### config.mk
export PLATFORM = sky130hd
export DESIGN_NAME = ret_addr_stack
export DESIGN_NICKNAME = d
export VERILOG_FILES = /design/src/rtl/river_pkg.sv /design/src/rtl/ret_stack_ptr.sv /design/src/rtl/ret_addr_stack.sv
export SDC_FILE = /design/constraint.sdc
export NUM_CORES = 1
export LEC_CHECK = 0
export BUFFER_PORTS_ARGS = -buffer_cell sky130_fd_sc_hd__buf_4
export CAP_MARGIN = 20
export CORE_ASPECT_RATIO = 0.8
export CORE_MARGIN = 2
export CORE_UTILIZATION = 30
export CTS_CLUSTER_SIZE = 14
export DETAILED_ROUTE_END_ITERATION = 12
export PLACE_DENSITY_LB_ADDON = 0.3
export SLEW_MARGIN = 30
export SYNTH_ARGS = -nofsm -noshare
export SYNTH_HDL_FRONTEND = slang
export SYNTH_HIERARCHICAL = 1
export SYNTH_SLANG_ARGS = --single-unit
### constraint.sdc
create_clock -name clock -period 19.14 [get_ports clock]
set_input_delay 0.957 -clock clock [delete_from_list [all_inputs] [get_ports clock]]
set_output_delay 0.957 -clock clock [all_outputs]
set_load 0.05 [all_outputs]
### src/rtl/river_pkg.sv
// Shared constants and types for the river fetch-stage predictor.
// Latency: n/a (types and constants only).
// Backpressure: n/a.
package river_pkg;

  // Return-address stack geometry; pointer width is log2 of the depth.
  localparam int RET_STACK_SIZE        = 16;
  localparam int RET_PRED_POINTER_SIZE = 4;

  // Reset vector: an empty stack predicts a return into the kernel entry.
  localparam logic [31:0] kernel_adr = 32'hF0000000;

  typedef logic [RET_PRED_POINTER_SIZE-1:0] ret_ptr_t;
  typedef logic [RET_PRED_POINTER_SIZE:0]   ret_cnt_t;

endpackage

### src/rtl/ret_stack_ptr.sv
// Pointer/count next-state for one RAS pointer pair (spec or commit side).
// Latency: purely combinational; the caller registers the result.
// Backpressure: none; push saturates the count, pop on empty is a no-op.
module ret_stack_ptr
  import river_pkg::*;
#(
  parameter int DEPTH = RET_STACK_SIZE,
  parameter int PTR_W = RET_PRED_POINTER_SIZE
) (
  input  logic [PTR_W-1:0] i_sp,
  input  logic [PTR_W:0]   i_cnt,
  input  logic             i_push,
  input  logic             i_pop,
  output logic [PTR_W-1:0] o_sp_nxt,
  output logic [PTR_W:0]   o_cnt_nxt
);

  localparam logic [PTR_W:0] CNT_MAX = (PTR_W+1)'(DEPTH);

  logic w_empty;
  logic w_full;

  // Push advances (overwriting the oldest slot when full), pop retreats unless
  // empty, push+pop on a non-empty stack replaces the top in place.
  always_comb begin
    w_empty   = (i_cnt == '0);
    w_full    = (i_cnt == CNT_MAX);
    o_sp_nxt  = i_sp;
    o_cnt_nxt = i_cnt;
    if (i_push && (!i_pop || w_empty)) begin
      o_sp_nxt = i_sp + PTR_W'(1);
      if (!w_full) begin
        o_cnt_nxt = i_cnt + (PTR_W+1)'(1);
      end
    end else if (i_pop && !i_push && !w_empty) begin
      o_sp_nxt  = i_sp - PTR_W'(1);
      o_cnt_nxt = i_cnt - (PTR_W+1)'(1);
    end
  end

endmodule

### src/rtl/ret_addr_stack.sv
// Speculative return-address stack with committed pointer copy for flush recovery.
// Latency: top_adr_o is a combinational read; a push is visible the next cycle.
// Backpressure: none; an op is accepted every cycle. Optional macro RET_STACK_STATS_EN adds overflow/underflow counters.
module ret_addr_stack
  import river_pkg::*;
#(
  parameter int DEPTH = RET_STACK_SIZE,
  parameter int PTR_W = RET_PRED_POINTER_SIZE
) (
  input  logic        clock,
  input  logic        reset,
  input  logic        spec_push_i,
  input  logic [31:0] spec_push_adr_i,
  input  logic        spec_pop_i,
  output logic [31:0] top_adr_o,
  output logic        top_valid_o,
  input  logic        commit_push_i,
  input  logic        commit_pop_i,
  input  logic        flush_i,
  output logic        full_o,
  output logic        empty_o
`ifdef RET_STACK_STATS_EN
  ,
  output logic [15:0] ovf_cnt_o,
  output logic [15:0] unf_cnt_o
`endif
);

  localparam logic [PTR_W:0] CNT_MAX = (PTR_W+1)'(DEPTH);

  logic [31:0]      r_entries [DEPTH];
  logic [PTR_W-1:0] r_sp_spec;
  logic [PTR_W:0]   r_cnt_spec;
  logic [PTR_W-1:0] r_sp_commit;
  logic [PTR_W:0]   r_cnt_commit;

  logic [PTR_W-1:0] w_sp_spec_op;
  logic [PTR_W:0]   w_cnt_spec_op;
  logic [PTR_W-1:0] w_sp_commit_nxt;
  logic [PTR_W:0]   w_cnt_commit_nxt;
  logic             w_empty;
  logic             w_full;
  logic [PTR_W-1:0] w_rd_idx;
  logic [PTR_W-1:0] w_wr_idx;
  logic             w_wr_en;

  ret_stack_ptr #(.DEPTH(DEPTH), .PTR_W(PTR_W)) u_spec_ptr (
    .i_sp      (r_sp_spec),
    .i_cnt     (r_cnt_spec),
    .i_push    (spec_push_i),
    .i_pop     (spec_pop_i),
    .o_sp_nxt  (w_sp_spec_op),
    .o_cnt_nxt (w_cnt_spec_op)
  );

  ret_stack_ptr #(.DEPTH(DEPTH), .PTR_W(PTR_W)) u_commit_ptr (
    .i_sp      (r_sp_commit),
    .i_cnt     (r_cnt_commit),
    .i_push    (commit_push_i),
    .i_pop     (commit_pop_i),
    .o_sp_nxt  (w_sp_commit_nxt),
    .o_cnt_nxt (w_cnt_commit_nxt)
  );

  assign w_empty  = (r_cnt_spec == '0);
  assign w_full   = (r_cnt_spec == CNT_MAX);
  assign w_rd_idx = r_sp_spec - PTR_W'(1);
  // Push+pop on a non-empty stack overwrites the current top slot instead of the free slot.
  assign w_wr_idx = (spec_pop_i && !w_empty) ? w_rd_idx : r_sp_spec;
  assign w_wr_en  = spec_push_i && !flush_i;

  assign top_adr_o   = r_entries[w_rd_idx];
  assign top_valid_o = !w_empty;
  assign empty_o     = w_empty;
  assign full_o      = w_full;

  // Pointer pairs; flush reloads the spec pair from the commit pair's next value.
  always_ff @(posedge clock or posedge reset) begin
    if (reset) begin
      r_sp_spec    <= '0;
      r_cnt_spec   <= '0;
      r_sp_commit  <= '0;
      r_cnt_commit <= '0;
    end else begin
      r_sp_commit  <= w_sp_commit_nxt;
      r_cnt_commit <= w_cnt_commit_nxt;
      if (flush_i) begin
        r_sp_spec  <= w_sp_commit_nxt;
        r_cnt_spec <= w_cnt_commit_nxt;
      end else begin
        r_sp_spec  <= w_sp_spec_op;
        r_cnt_spec <= w_cnt_spec_op;
      end
    end
  end

  // Entry storage; squashed pushes are not undone on flush.
  always_ff @(posedge clock or posedge reset) begin
    if (reset) begin
      for (int i = 0; i < DEPTH; i++) begin
        r_entries[i] <= kernel_adr;
      end
    end else if (w_wr_en) begin
      r_entries[w_wr_idx] <= spec_push_adr_i;
    end
  end

`ifdef RET_STACK_STATS_EN
  logic [15:0] r_ovf_cnt;
  logic [15:0] r_unf_cnt;

  // Saturating counts of pushes onto a full stack and lone pops on an empty one.
  always_ff @(posedge clock or posedge reset) begin
    if (reset) begin
      r_ovf_cnt <= '0;
      r_unf_cnt <= '0;
    end else if (!flush_i) begin
      if (spec_push_i && w_full && (r_ovf_cnt != 16'hFFFF)) begin
        r_ovf_cnt <= r_ovf_cnt + 16'd1;
      end
      if (spec_pop_i && !spec_push_i && w_empty && (r_unf_cnt != 16'hFFFF)) begin
        r_unf_cnt <= r_unf_cnt + 16'd1;
      end
    end
  end

  assign ovf_cnt_o = r_ovf_cnt;
  assign unf_cnt_o = r_unf_cnt;
`endif

endmodule

Word-level counts from Yosys, hierarchy flattened. Cells that the tools add are included.

Bits in registers: 530. Input bits: 39. Output and inout port bits: 35. Word-level logic and storage cells: 77.

$add $sub $neg: 8. $lt $le $gt $ge: 3. Equal/unequal tests: 3. Muxes and demuxes: 19. Bitwise logic cells: 2. Reduce and logical (&&, ||, !) cells: 22.

Operators with widths (number): bitwise mux 512 bit (1); binary-select mux 32 bit (select 4 bit) (1); demux 32 bit (select 4 bit) (1); 2-to-1 mux 32 bit (3); 2-to-1 mux 5 bit (7); 2-to-1 mux 4 bit (6); adder 5 x 1 -> 5 bit, second input constant (2); equality test 5 bit, second input constant (2); greater-or-equal comparator 5 bit, second input constant (2); logical NOT 5 bit (2); inverter 4 -> 5 bit (2); subtractor 5 x 1 -> 5 bit, second input constant (2); logical AND 1 bit (9); adder 4 x 1 -> 4 bit, second input constant (2); subtractor 4 x 1 -> 4 bit, second input constant (2); logical NOT 1 bit (7); less-than comparator 5 x 1 -> 1 bit, second input constant (1); inequality test 3 bit, second input constant (1); nonzero test 3 bit (1); logical OR 1 bit (2); AND reduction 2 bit (1).

Longest topological paths before layout. Gate-level depths: netlist of run 1.

Depth after elaboration: 10. Gate-level depth with buffers: 13.

Modules after synthesis. Netlist of run 1, hierarchy kept.

Modules (own cells, without submodules): ret_addr_stack (instances 1, cells each 1408, area each 24736.2 µm², seq. area each 13342.8 µm²); ret_stack_ptr (instances 2, cells each 56, area each 439.2 µm², seq. area each 0.0 µm²).

Worst setup path before layout of run 1. OpenSTA, ideal clock, no wires.

Path type: reg-to-output. Start: register r_sp_spec[0]. End: output top_adr_o[0]. Arrival: 3.914 ns. Data required time: 18.183 ns. Setup slack: 14.269 ns. Stages on the path, launching flop included: 12. Buffers on the path: 7. Cells stage by stage: dfrtp_1 > buf_2 > buf_2 > buf_1 > clkbuf_1 > inv_1 > ha_1 > clkbuf_1 > buf_1 > clkbuf_1 > mux4_2 > mux4_2.

Longest elaborated chain between the ends: 5.

Ends and longest elaborated chain: start, declared (line ret_addr_stack.sv:32) `logic [PTR_W-1:0] r_sp_spec;`; start signal, assigned (line ret_addr_stack.sv:88) `r_sp_spec <= w_sp_commit_nxt;`; start signal, assigned (line ret_addr_stack.sv:91) `r_sp_spec <= w_sp_spec_op;`; subtractor 4 x 1 -> 4 bit (line ret_addr_stack.sv:67) `assign w_rd_idx = r_sp_spec - PTR_W'(1);`; inverter 4 -> 5 bit (implied by the code) (line ret_addr_stack.sv:72) `assign top_adr_o = r_entries[w_rd_idx];`; binary-select mux 32 bit (select 4 bit) (line ret_addr_stack.sv:72); 2-to-1 mux 32 bit (implied by the code) (2 in series) (line ret_addr_stack.sv:72); end, declared (line ret_addr_stack.sv:15) `output logic [31:0] top_adr_o,`.

No other way between the ends. The select of a mux whose other input is x is not followed.

Worst setup path in the final report of run 1.
Start: register r_sp_spec[0]. End: output top_adr_o[1].

The elaborated chain is that of the path after synthesis.

==> impl_metrics.tcl, run 1 <==
set metrics [dict create \
    clock_path_buffers 3 \
    unique_cell_type_count_in_the_yosys_netlist 57 \
    largest_stage_delay_on_the_critical_path_ns 0.84 \
    count_of_final_hold_check_violations 0 \
    overflow 0 \
    floorplan.initialDensity 0.3039 \
    timing.clock.skew_ns 0.01557 \
    yosysTopAreaCellShare 0.4553 \
    post-route-drc-count 0 \
    max_clock_freq_mhz 166.0 \
    fp.dieArea_um2 87750 \
    crit_chain "inv_1 > ha_4 > buf_4 > buf_4 > mux4_2 > mux4_2 > buf_4" \
    fin_hold_ws_ns 0.4361 \
    synth.net_count 1568 \
    power-per-cell-area_nw_per_um2 196.3 \
    clk_latency_ns 0.62 \
    hold_buffers 0 \
    number_of_buffers_created_by_cts 54 \
    critical_path_arrival_ns 5.07 \
    worst_path_most_repeated_cell "sky130_fd_sc_hd__buf_4" \
    outcome "finished clean" \
    synth.yosys.warnings 6 \
    clock_tree.root_cell "sky130_fd_sc_hd__clkbuf_16" \
    max_cap_violations 0 \
    setup_tns_ns 0 \
    worstHoldPathType "in -> async" \
    p_leak_uw 0.01301 \
    grt_max_degree 176 \
    slew_violations 0 \
    crit_path_end_kind "output pin" \
    place.gp.congestion 0.7300 \
    tritoncts_num_sinks 530 \
    min_period_over_period 0.3147 \
    drt_wl_total_um 61720 \
    num_rows 95 \
    ys_ff_latch 530 \
    syn_area_per_cell_um2 16.85 \
    design.final.nets 1600 \
    synth_largest_area_cell "sky130_fd_sc_hd__dfrtp_1" \
    count_of_instances_resized_after_the_clock_tree_is_built 0 \
    first_global_vias 14821 \
    track_usage 0.1424 \
    crit_slowest_cell "sky130_fd_sc_hd__buf_4" \
    worst_ir_drop_vdd_v 0.0001819 \
    cell_count_of_the_worst_reg_to_reg_path 7 \
    worstPathRequired_ns 18.18 \
    synth_ff_type "sky130_fd_sc_hd__dfrtp_1" \
    post-cts-setup-buffer-count 0 \
    postSynth.asyncResetShare 1.000 \
    die_height_um 265.4 \
    route.detailed.wl_per_inst_um 22.78 \
    fin_crit_ns 6.023 \
    post_synth_instance_area_um2 25610 \
    synth_area_leaders "sky130_fd_sc_hd__dfrtp_1 46%, sky130_fd_sc_hd__mux2_2 14%, sky130_fd_sc_hd__mux4_2 14%" \
    ys_seq_area_frac 0.5209 \
    drt_pre_antenna_iters 5 \
    placeableCoreArea_um2 84270 \
    num_io_pins 74 \
    cts_tree "yes" \
    number_of_antenna_violations_at_the_first_check_in_global_routing 3 \
    first_pass_grt_wire_length_um 95380 \
    max-slew-margin-rel 0.3519 \
    num_vias 13525 \
    cp_max_fo 56 \
    synth_enable_flop_cells 0 \
    p_total_uw 5702 \
    worst_slack_ns 13.12 \
    dieWidth_um 330.7 \
    rsz_0062_raised_after_global_routing "no" \
    place_worst_setup_slack_ns 13.11 \
    clk_pin_slew_ns 0.06 \
    max_slew.worst_pin.slew_ns 0.9721 \
    setup-violations-final 0 \
    synth_cells 1520 \
    number_of_drc_violations_after_detailed_routing_iteration_0 831 \
    placement.io_buffers 73 \
    htree_num_levels 2 \
    path_class "reg -> out" \
    drive_above_1_share 0.6020 \
    detailed_place_hpwl_um 34090 \
    start_kind "flop" \
    route.antenna.remaining_nets 0 \
    drt-vias-per-instance 4.993 \
    area_growth_pct 13.39 \
]
[critical path, delay by kind of cell (launching register included)]
kind / cells / cell delay (ns)
adders and majority gates: 1 / 0.70
buffers and inverters: 4 / 1.86
DFF: 1 / 0.67
muxes: 2 / 1.12
[per-stage QoR]
step	area, µm²	util	std cells
after floorplan	25610	-	1520
after global placement	27160	0.3223	2606
after detailed placement	27220	0.3230	2609
after CTS	28970	0.3438	2706
after global routing	29050	0.3447	2709
final	29050	0.3447	2709
[logic make-up after synthesis]
kind of cell,share of synthesized area
multiplexers,0.3989
flip-flops,0.5209
buffers and inverters,0.03092
AND/OR/NAND/NOR,0.02071
AO/OA/AOI/OAI,0.01978
XOR/XNOR,0.004348
adder cells (fa/ha/maj),0.004396
[layout by cell type (no fill, tap or decap), drive strengths merged, types with 2 or more instances in the layout]
master,n
nand4,6
or3,3
nor2,9
a21oi,7
xor2,2
buf,103
nand3b,2
or4b,3
nor2b,7
o31ai,3
a31oi,4
nand2,17
o21ai,11
mux2i,5
clkinv,18
nand3,11
ha,9
bufinv,2
a41oi,3
nor3,8
or4,4
a2bb2oi,2
a32oi,2
a211o,2
a22oi,2
xnor2,9
dfrtp,466
nor3b,5
a21boi,2
and3,5
dfstp,64
clkbuf,77
mux4,160
mux2,523
nand2b,4
and4,2
or2,2
inv,18
o32a,6
[worst paths after layout]
check	start	end	slack, ns
max	r_sp_spec[0]	top_adr_o[1]	13.12
min	reset	r_entries[442]	0.44
max reg2reg	r_sp_spec[0]	r_entries[471]	14.68
min reg2reg	r_sp_commit[3]	r_sp_commit[3]	0.47
max in group asynchronous	reset	r_entries[144]	15.79
min in group clock	r_sp_commit[3]	r_sp_commit[3]	0.47
[Yosys cell counts (3+ instances only)]
library cell               count
sky130_fd_sc_hd__nand2_1      15
sky130_fd_sc_hd__inv_1        19
sky130_fd_sc_hd__mux2_1       18
sky130_fd_sc_hd__buf_2        20
sky130_fd_sc_hd__o32a_4        6
sky130_fd_sc_hd__ha_1          9
sky130_fd_sc_hd__buf_1        17
sky130_fd_sc_hd__nor3_1        8
sky130_fd_sc_hd__clkbuf_1     57
sky130_fd_sc_hd__a21oi_1       6
sky130_fd_sc_hd__buf_6        22
sky130_fd_sc_hd__dfstp_2      64
sky130_fd_sc_hd__or4_1         3
sky130_fd_sc_hd__or3_1         3
sky130_fd_sc_hd__nand2b_1      4
sky130_fd_sc_hd__mux2_4      180
sky130_fd_sc_hd__dfrtp_1     466
sky130_fd_sc_hd__nor2_1        9
sky130_fd_sc_hd__nand4_1       6
sky130_fd_sc_hd__xnor2_1       9
sky130_fd_sc_hd__nor3b_1       5
sky130_fd_sc_hd__mux2i_1       5
sky130_fd_sc_hd__mux2_2      325
sky130_fd_sc_hd__nand3_1      11
sky130_fd_sc_hd__nor2b_1       7
sky130_fd_sc_hd__o21ai_0       9
sky130_fd_sc_hd__mux4_2      160
sky130_fd_sc_hd__buf_4         9
[where the power goes]
group | internal (µW) | switching [µW]
sequential | 1660 | 295
combinational | 1390 | 1300
clock | 596 | 456
total | 3650 | 2050
[layout make-up]
class / instances / area (µm²)
Antenna cell: 1 / 2.502
Clock buffer: 77 / 1569
Clock inverter: 20 / 178.9
Fill cell: 7881 / 55230
Inverter: 19 / 83.83
Multi-Input combinational cell: 844 / 11590
Sequential cell: 530 / 13350
Tap cell: 1115 / 1395
Timing Repair Buffer: 103 / 875.8
[registers in the layout, summed over array words and instances, names as in the netlist]
signal and flops:
r_sp_commit 4, r_sp_spec 4, r_cnt_spec 5, r_entries 512
r_cnt_commit 5
[layer usage]
layer	vias up	wire length (µm)	global-route usage
li1	5792	-	-
met1	7392	29060	0.2031
met2	248	28970	0.2234
met3	91	2400	0.02543
met4	2	1284	0.03644
met5	-	8	0
No activity file was read; power rests on OpenSTA's default activity.
==> run 2: changes to the inputs <==
Clock period 19.14 ns to 5.45 ns, I/O delays scaled along.
==> run 2 against run 1 <==
Clock power rose to 3.6 times the previous value. Clock-buffer cell count up 13. Sequential share of layout area down 0.50 points. Via count about the same. Largest power group unchanged.
==> impl_metrics.tcl, run 2 (synthesized netlist as in run 1, its figures left out) <==
set metrics [dict create \
    first_global_vias 14724 \
    num_io_pins 74 \
    count_of_instances_resized_after_the_clock_tree_is_built 0 \
    post-cts-setup-buffer-count 0 \
    dpl_cell_area_um2 27240 \
    power.share.sequential 0.342 \
    timing.clock.skew_ns 0.02040 \
    track_usage 0.1393 \
    reg2reg_from "r_sp_spec[0]" \
    number_of_drc_violations_after_detailed_routing_iteration_0 827 \
    clk_latency_ns 0.62 \
    num_vias 13521 \
    start_kind "flop" \
    swShare 0.3599 \
    power_switching_uw 7266 \
    path_class "reg -> out" \
    count_of_final_hold_check_violations 0 \
    drive_above_1_share 0.5895 \
    cts_tree "yes" \
    rsz_0062_raised_after_global_routing "no" \
    power_share_of_the_combinational_group 0.470 \
    outcome "finished clean" \
    registers.top_by_ff_count "r_entries" \
    clock_tree.root_cell "sky130_fd_sc_hd__clkbuf_16" \
    max_clock_freq_mhz 230.6 \
    drt_pre_antenna_iters 5 \
    place.gp.congestion 0.7113 \
    setup-violations-final 0 \
    design_area_um2 29360 \
    mostFrequentLayoutCell "sky130_fd_sc_hd__dfrtp_1" \
    detailed_place_hpwl_um 34100 \
    die_height_um 265.4 \
    placeableCoreArea_um2 84270 \
    max-slew-margin-rel 0.3352 \
    route.detailed.wl_per_inst_um 21.90 \
    crit_chain "inv_1 > ha_4 > buf_4 > mux4_2 > mux4_2 > buf_4" \
    htree_num_levels 2 \
    fin_crit_ns 4.337 \
    max_ffs_per_register 512 \
    reg.largest.list "r_entries (512), r_cnt_commit (5), r_cnt_spec (5)" \
    num_rows 95 \
    largest_stage_delay_on_the_critical_path_ns 0.89 \
    route.antenna.remaining_nets 0 \
    drt_wl_total_um 59900 \
    worst_ir_drop_vdd_v 0.0006928 \
    max_slew.worst_pin.slew_ns 0.9939 \
    min_period_over_period 0.7957 \
    p_total_uw 20190 \
    post-route-drc-count 0 \
    dieWidth_um 330.7 \
    placement.io_buffers 73 \
    internal_power_contribution_uw 12930 \
    max_cap_violations 0 \
    design.final.nets 1620 \
    area_growth_pct 14.63 \
    clk_pin_slew_ns 0.06 \
    antenna-diode-count 0 \
    crit_path_end_kind "output pin" \
    critical_path_arrival_ns 4.06 \
    setup.worst_path.start "r_sp_spec[0]" \
    fill_cell_count 7824 \
    layout_common_cells "464 x sky130_fd_sc_hd__dfrtp_1, 325 x sky130_fd_sc_hd__mux2_2, 180 x sky130_fd_sc_hd__mux2_4" \
    worst_hold_path_startpoint "spec_push_adr_i[23]" \
    power-per-cell-area_nw_per_um2 687.7 \
    crit_slowest_cell "sky130_fd_sc_hd__dfrtp_4" \
    clock_path_buffers 3 \
    fp.dieArea_um2 87750 \
    drt-vias-per-instance 4.944 \
    worstPathRequired_ns 5.18 \
    cp_max_fo 49 \
    p_leak_uw 0.01313 \
    slew_violations 0 \
    first_pass_grt_wire_length_um 94320 \
    tritoncts_num_sinks 530 \
    number_of_buffers_created_by_cts 56 \
    floorplan.initialDensity 0.3039 \
    overflow 0 \
    number_of_antenna_violations_at_the_first_check_in_global_routing 4 \
    grt_max_degree 193 \
    share_clk_of_total_power 0.188 \
    worstHoldPathType "in -> reg" \
    hold_buffers 24 \
]
run 2: cell types whose count changed in the layout (fill, tap and decap cells not counted), moves of 2 or more:
cell,delta
sky130_fd_sc_hd__buf_6,-4
sky130_fd_sc_hd__clkbuf_16,+3
sky130_fd_sc_hd__clkinv_8,-2
sky130_fd_sc_hd__buf_12,+7
sky130_fd_sc_hd__clkbuf_1,+8
sky130_fd_sc_hd__buf_16,-2
sky130_fd_sc_hd__dlygate4sd3_1,+24
sky130_fd_sc_hd__clkinv_2,-3
sky130_fd_sc_hd__buf_8,-2
sky130_fd_sc_hd__clkbuf_8,+2
sky130_fd_sc_hd__buf_4,-5
run 2: power groups by stage:
stage | Sequential [µW] | Combinational [µW] | Clock [µW]
6_report | 6900 | 9500 | 3800
5_1_grt | 7130 | 10100 | 4110
2_1_floorplan | 6510 | 7450 | 0
3_5_place_dp | 6930 | 9660 | 0
4_1_cts | 6890 | 9700 | 3940
3_3_place_gp | 6840 | 9530 | 0
run 2: critical path, delay by kind of cell (launching register included):
family	cells	cell delay, ns
multiplexers	2	1.09
flip-flops	1	0.89
adder cells (fa/ha/maj)	1	0.37
buffers and inverters	3	1.05
run 2: metrics by stage:
stage / hold WS [ns] / setup WS (ns) / setup TNS, ns / utilization / cells
4_1_cts: 0.0008828 / 0.9836 / 0 / 0.3481 / 2734
6_report: 0.04058 / 1.113 / 0 / 0.3484 / 2735
3_3_place_gp: 0.4622 / 1.533 / 0 / 0.3231 / 2604
5_1_grt: 0.02420 / 0.8882 / 0 / 0.3484 / 2735
3_5_place_dp: 0.4716 / 1.509 / 0 / 0.3233 / 2604
2_1_floorplan: 0.4059 / -1.974 / -920.05 / - / 1520
run 2: area by class of cell:
| type | instances | area (µm²) | area share |
|---|---|---|---|
| Sequential cell | 530 | 13350 | 0.4546 |
| Timing Repair Buffer | 121 | 1089 | 0.03707 |
| Inverter | 19 | 75.07 | 0.002557 |
| Clock buffer | 90 | 1702 | 0.05795 |
| Tap cell | 1115 | 1395 | 0.04751 |
| Multi-Input combinational cell | 844 | 11600 | 0.3952 |
| Clock inverter | 16 | 148.9 | 0.005071 |
run 2: path summary, 6_finish.rpt:
kind                                    to  slack (ns)  depth (start not counted)
min reg2reg                 r_sp_commit[3]        0.48                          1
max reg2reg                 r_entries[460]        1.59                          9
min                         r_entries[215]        0.04                          2
min in group asynchronous  r_cnt_commit[4]        0.38                          3
max in group asynchronous   r_entries[276]        3.61                          5
max                          top_adr_o[11]        1.11                          6
run 2: per-layer routing:
metal  global-route usage  share of wire  routed length [µm]
met1               0.2037           0.49               29050
met2               0.2159           0.46               27850
met3              0.02312          0.032                1918
met4              0.03204          0.018                1058
met5                    0        0.00038                  23
==> run 3: changes to the inputs <==
Clock period 5.45 ns to 3.93 ns, I/O delays scaled along.
==> run 3 against run 2 <==
Sequential cell count unchanged. Final cell count increased by 1.1%. Clock-buffer cell count decreased by 1. Utilization increased by 0.42 points. Worst hold slack got worse by 0.0083 ns. Critical path type unchanged. Highest routed layer unchanged.
==> impl_metrics.tcl, run 3 (synthesized netlist as in run 1, its figures left out) <==
set metrics [dict create \
    worst_ir_drop_vdd_v 0.0009208 \
    placeableCoreArea_um2 84270 \
    floorplan.initialDensity 0.3039 \
    grt_max_degree 102 \
    rsz_0062_raised_after_global_routing "no" \
    largest_stage_delay_on_the_critical_path_ns 0.58 \
    overflow 0 \
    die_height_um 265.4 \
    post-cts-setup-buffer-count 0 \
    clk_latency_ns 0.60 \
    p_total_uw 28120 \
    route.antenna.remaining_nets 0 \
    crit_slowest_cell "sky130_fd_sc_hd__mux4_2" \
    path_class "reg -> out" \
    max_clock_freq_mhz 265.3 \
    post-route-drc-count 0 \
    worstHoldPathType "in -> reg" \
    mostFrequentLayoutCell "sky130_fd_sc_hd__dfrtp_1" \
    first_pass_grt_wire_length_um 96840 \
    num_rows 95 \
    num_io_pins 74 \
    place_worst_setup_slack_ns 0.5410 \
    tritoncts_num_sinks 530 \
    drt-vias-per-instance 4.956 \
    fin_crit_ns 3.769 \
    clock_tree.root_cell "sky130_fd_sc_hd__clkbuf_16" \
    max_ffs_per_register 512 \
    worst_slack_ns 0.1606 \
    number_of_antenna_violations_at_the_first_check_in_global_routing 3 \
    worstSetupEndpoint "top_adr_o[16]" \
    outcome "finished clean" \
    antenna-diode-count 0 \
    worst_path_most_repeated_cell "sky130_fd_sc_hd__mux4_2" \
    design.final.nets 1653 \
    ff2ff_setup_slack_ns 0.54 \
    fill_cell_count 7899 \
    fp.dieArea_um2 87750 \
    place.gp.congestion 0.7191 \
    num_vias 13703 \
    htree_num_levels 2 \
    setup-violations-final 0 \
    critical_path.reg2reg.endpoint "r_entries[251]" \
    p_leak_uw 0.01331 \
    number_of_drc_violations_after_detailed_routing_iteration_0 898 \
    count_of_final_hold_check_violations 0 \
    setup.worst_path.start "r_sp_spec[1]" \
    max_cap_violations 0 \
    placement.io_buffers 73 \
    min_period_over_period 0.9591 \
    route.detailed.wl_per_inst_um 22.35 \
    area_growth_pct 16.02 \
    power-per-cell-area_nw_per_um2 946.1 \
    crit_path_end_kind "output pin" \
    worstPathRequired_ns 3.73 \
    drt_pre_antenna_iters 5 \
    timing.clock.skew_ns 0.01653 \
    drive_above_1_share 0.5885 \
    max_slew.worst_pin.slew_ns 0.9350 \
    multi_input_comb_area_um2 11600 \
    critical_path_arrival_ns 3.57 \
    dieWidth_um 330.7 \
    first_global_vias 15080 \
    number_of_buffers_created_by_cts 54 \
    max-slew-margin-rel 0.3746 \
    sequential_area_um2 13350 \
    detailed_place_hpwl_um 36840 \
    cell_count_of_the_worst_reg_to_reg_path 5 \
    start_kind "flop" \
    clk_pin_slew_ns 0.06 \
    cp_max_fo 92 \
    cts_tree "yes" \
    registers.top_by_ff_count "r_entries" \
    clock_path_buffers 3 \
    layout_common_cells "465 x sky130_fd_sc_hd__dfrtp_1, 325 x sky130_fd_sc_hd__mux2_2, 180 x sky130_fd_sc_hd__mux2_4" \
    reg.largest.list "r_entries (512), r_cnt_commit (5), r_cnt_spec (5)" \
    drt_wl_total_um 61790 \
    reg2reg_from "r_cnt_spec[2]" \
    slew_violations 0 \
    crit_chain "inv_1 > ha_4 > buf_16 > mux4_2 > mux4_2 > buf_4" \
    track_usage 0.1443 \
]
run 3: changes by cell type in the layout (fill, tap and decap cells not counted), moves of 2 or more:
cell,change
sky130_fd_sc_hd__bufinv_16,+2
sky130_fd_sc_hd__dlygate4sd3_1,+10
sky130_fd_sc_hd__clkinv_2,-4
sky130_fd_sc_hd__clkbuf_1,+2
sky130_fd_sc_hd__buf_4,+13
sky130_fd_sc_hd__clkbuf_16,-3
sky130_fd_sc_hd__buf_12,+11
run 3: worst min path at each step:
stage / startpoint / to / slack, ns / cells after the start
floorplan: spec_push_adr_i[31] / r_entries[63] / 0.33 / 1
global placement: r_entries[502] / r_entries[502] / 0.46 / 1
detailed placement: reset / r_cnt_spec[2] / 0.25 / 2
CTS: spec_push_adr_i[10] / r_entries[10] / 0.0001 / 2
global route: spec_push_adr_i[10] / r_entries[10] / 0.02 / 2
finish: spec_push_adr_i[10] / r_entries[10] / 0.03 / 2
run 3: worst max-delay path, delay by kind of cell, from the launching register on:
family	cells	cell delay [ns]
adder cells (fa/ha/maj)	1	0.36
flip-flops	1	0.55
multiplexers	2	1.11
buffers and inverters	3	0.84
run 3: metal layers:
metal,vias up,track usage,wire (µm)
li1,5880,-,-
met1,7506,0.2170,30510
met2,212,0.2155,27960
met3,99,0.02252,1852
met4,6,0.03779,1431
met5,-,0,36
run 3: repair_timing:
action	4_1_cts	5_1_grt
gates resized for setup	0	2
hold endpoints to repair	532	0
hold buffers	34	0
endpoints found under the setup margin	0	7
run 3: cell type report:
type,instances,share of cell area
tap,1115,0.04695
inverter,19,0.002526
clock inverter,12,0.004884
clock buffer,89,0.05499
sequential,530,0.4491
timing repair buffer,156,0.05107
multi-input combinational,844,0.3905
run 3: where the power goes:
part	internal (µW)	total, µW	switching [µW]
Combinational	6880	13400	6540
Sequential	8100	9490	1390
Clock	3030	5210	2180
run 3: stage by stage:
stage / hold WS (ns) / setup TNS (ns) / utilization / std cells / instance area, µm²
global route: 0.01921 / 0 / 0.3526 / 2765 / 29720
CTS: 0.0001485 / 0 / 0.3525 / 2765 / 29710
floorplan: 0.3299 / -1683.64 / - / 1520 / 25620
detailed placement: 0.2532 / 0 / 0.3273 / 2630 / 27590
finish: 0.03228 / 0 / 0.3526 / 2765 / 29720
global placement: 0.4618 / 0 / 0.3270 / 2629 / 27560
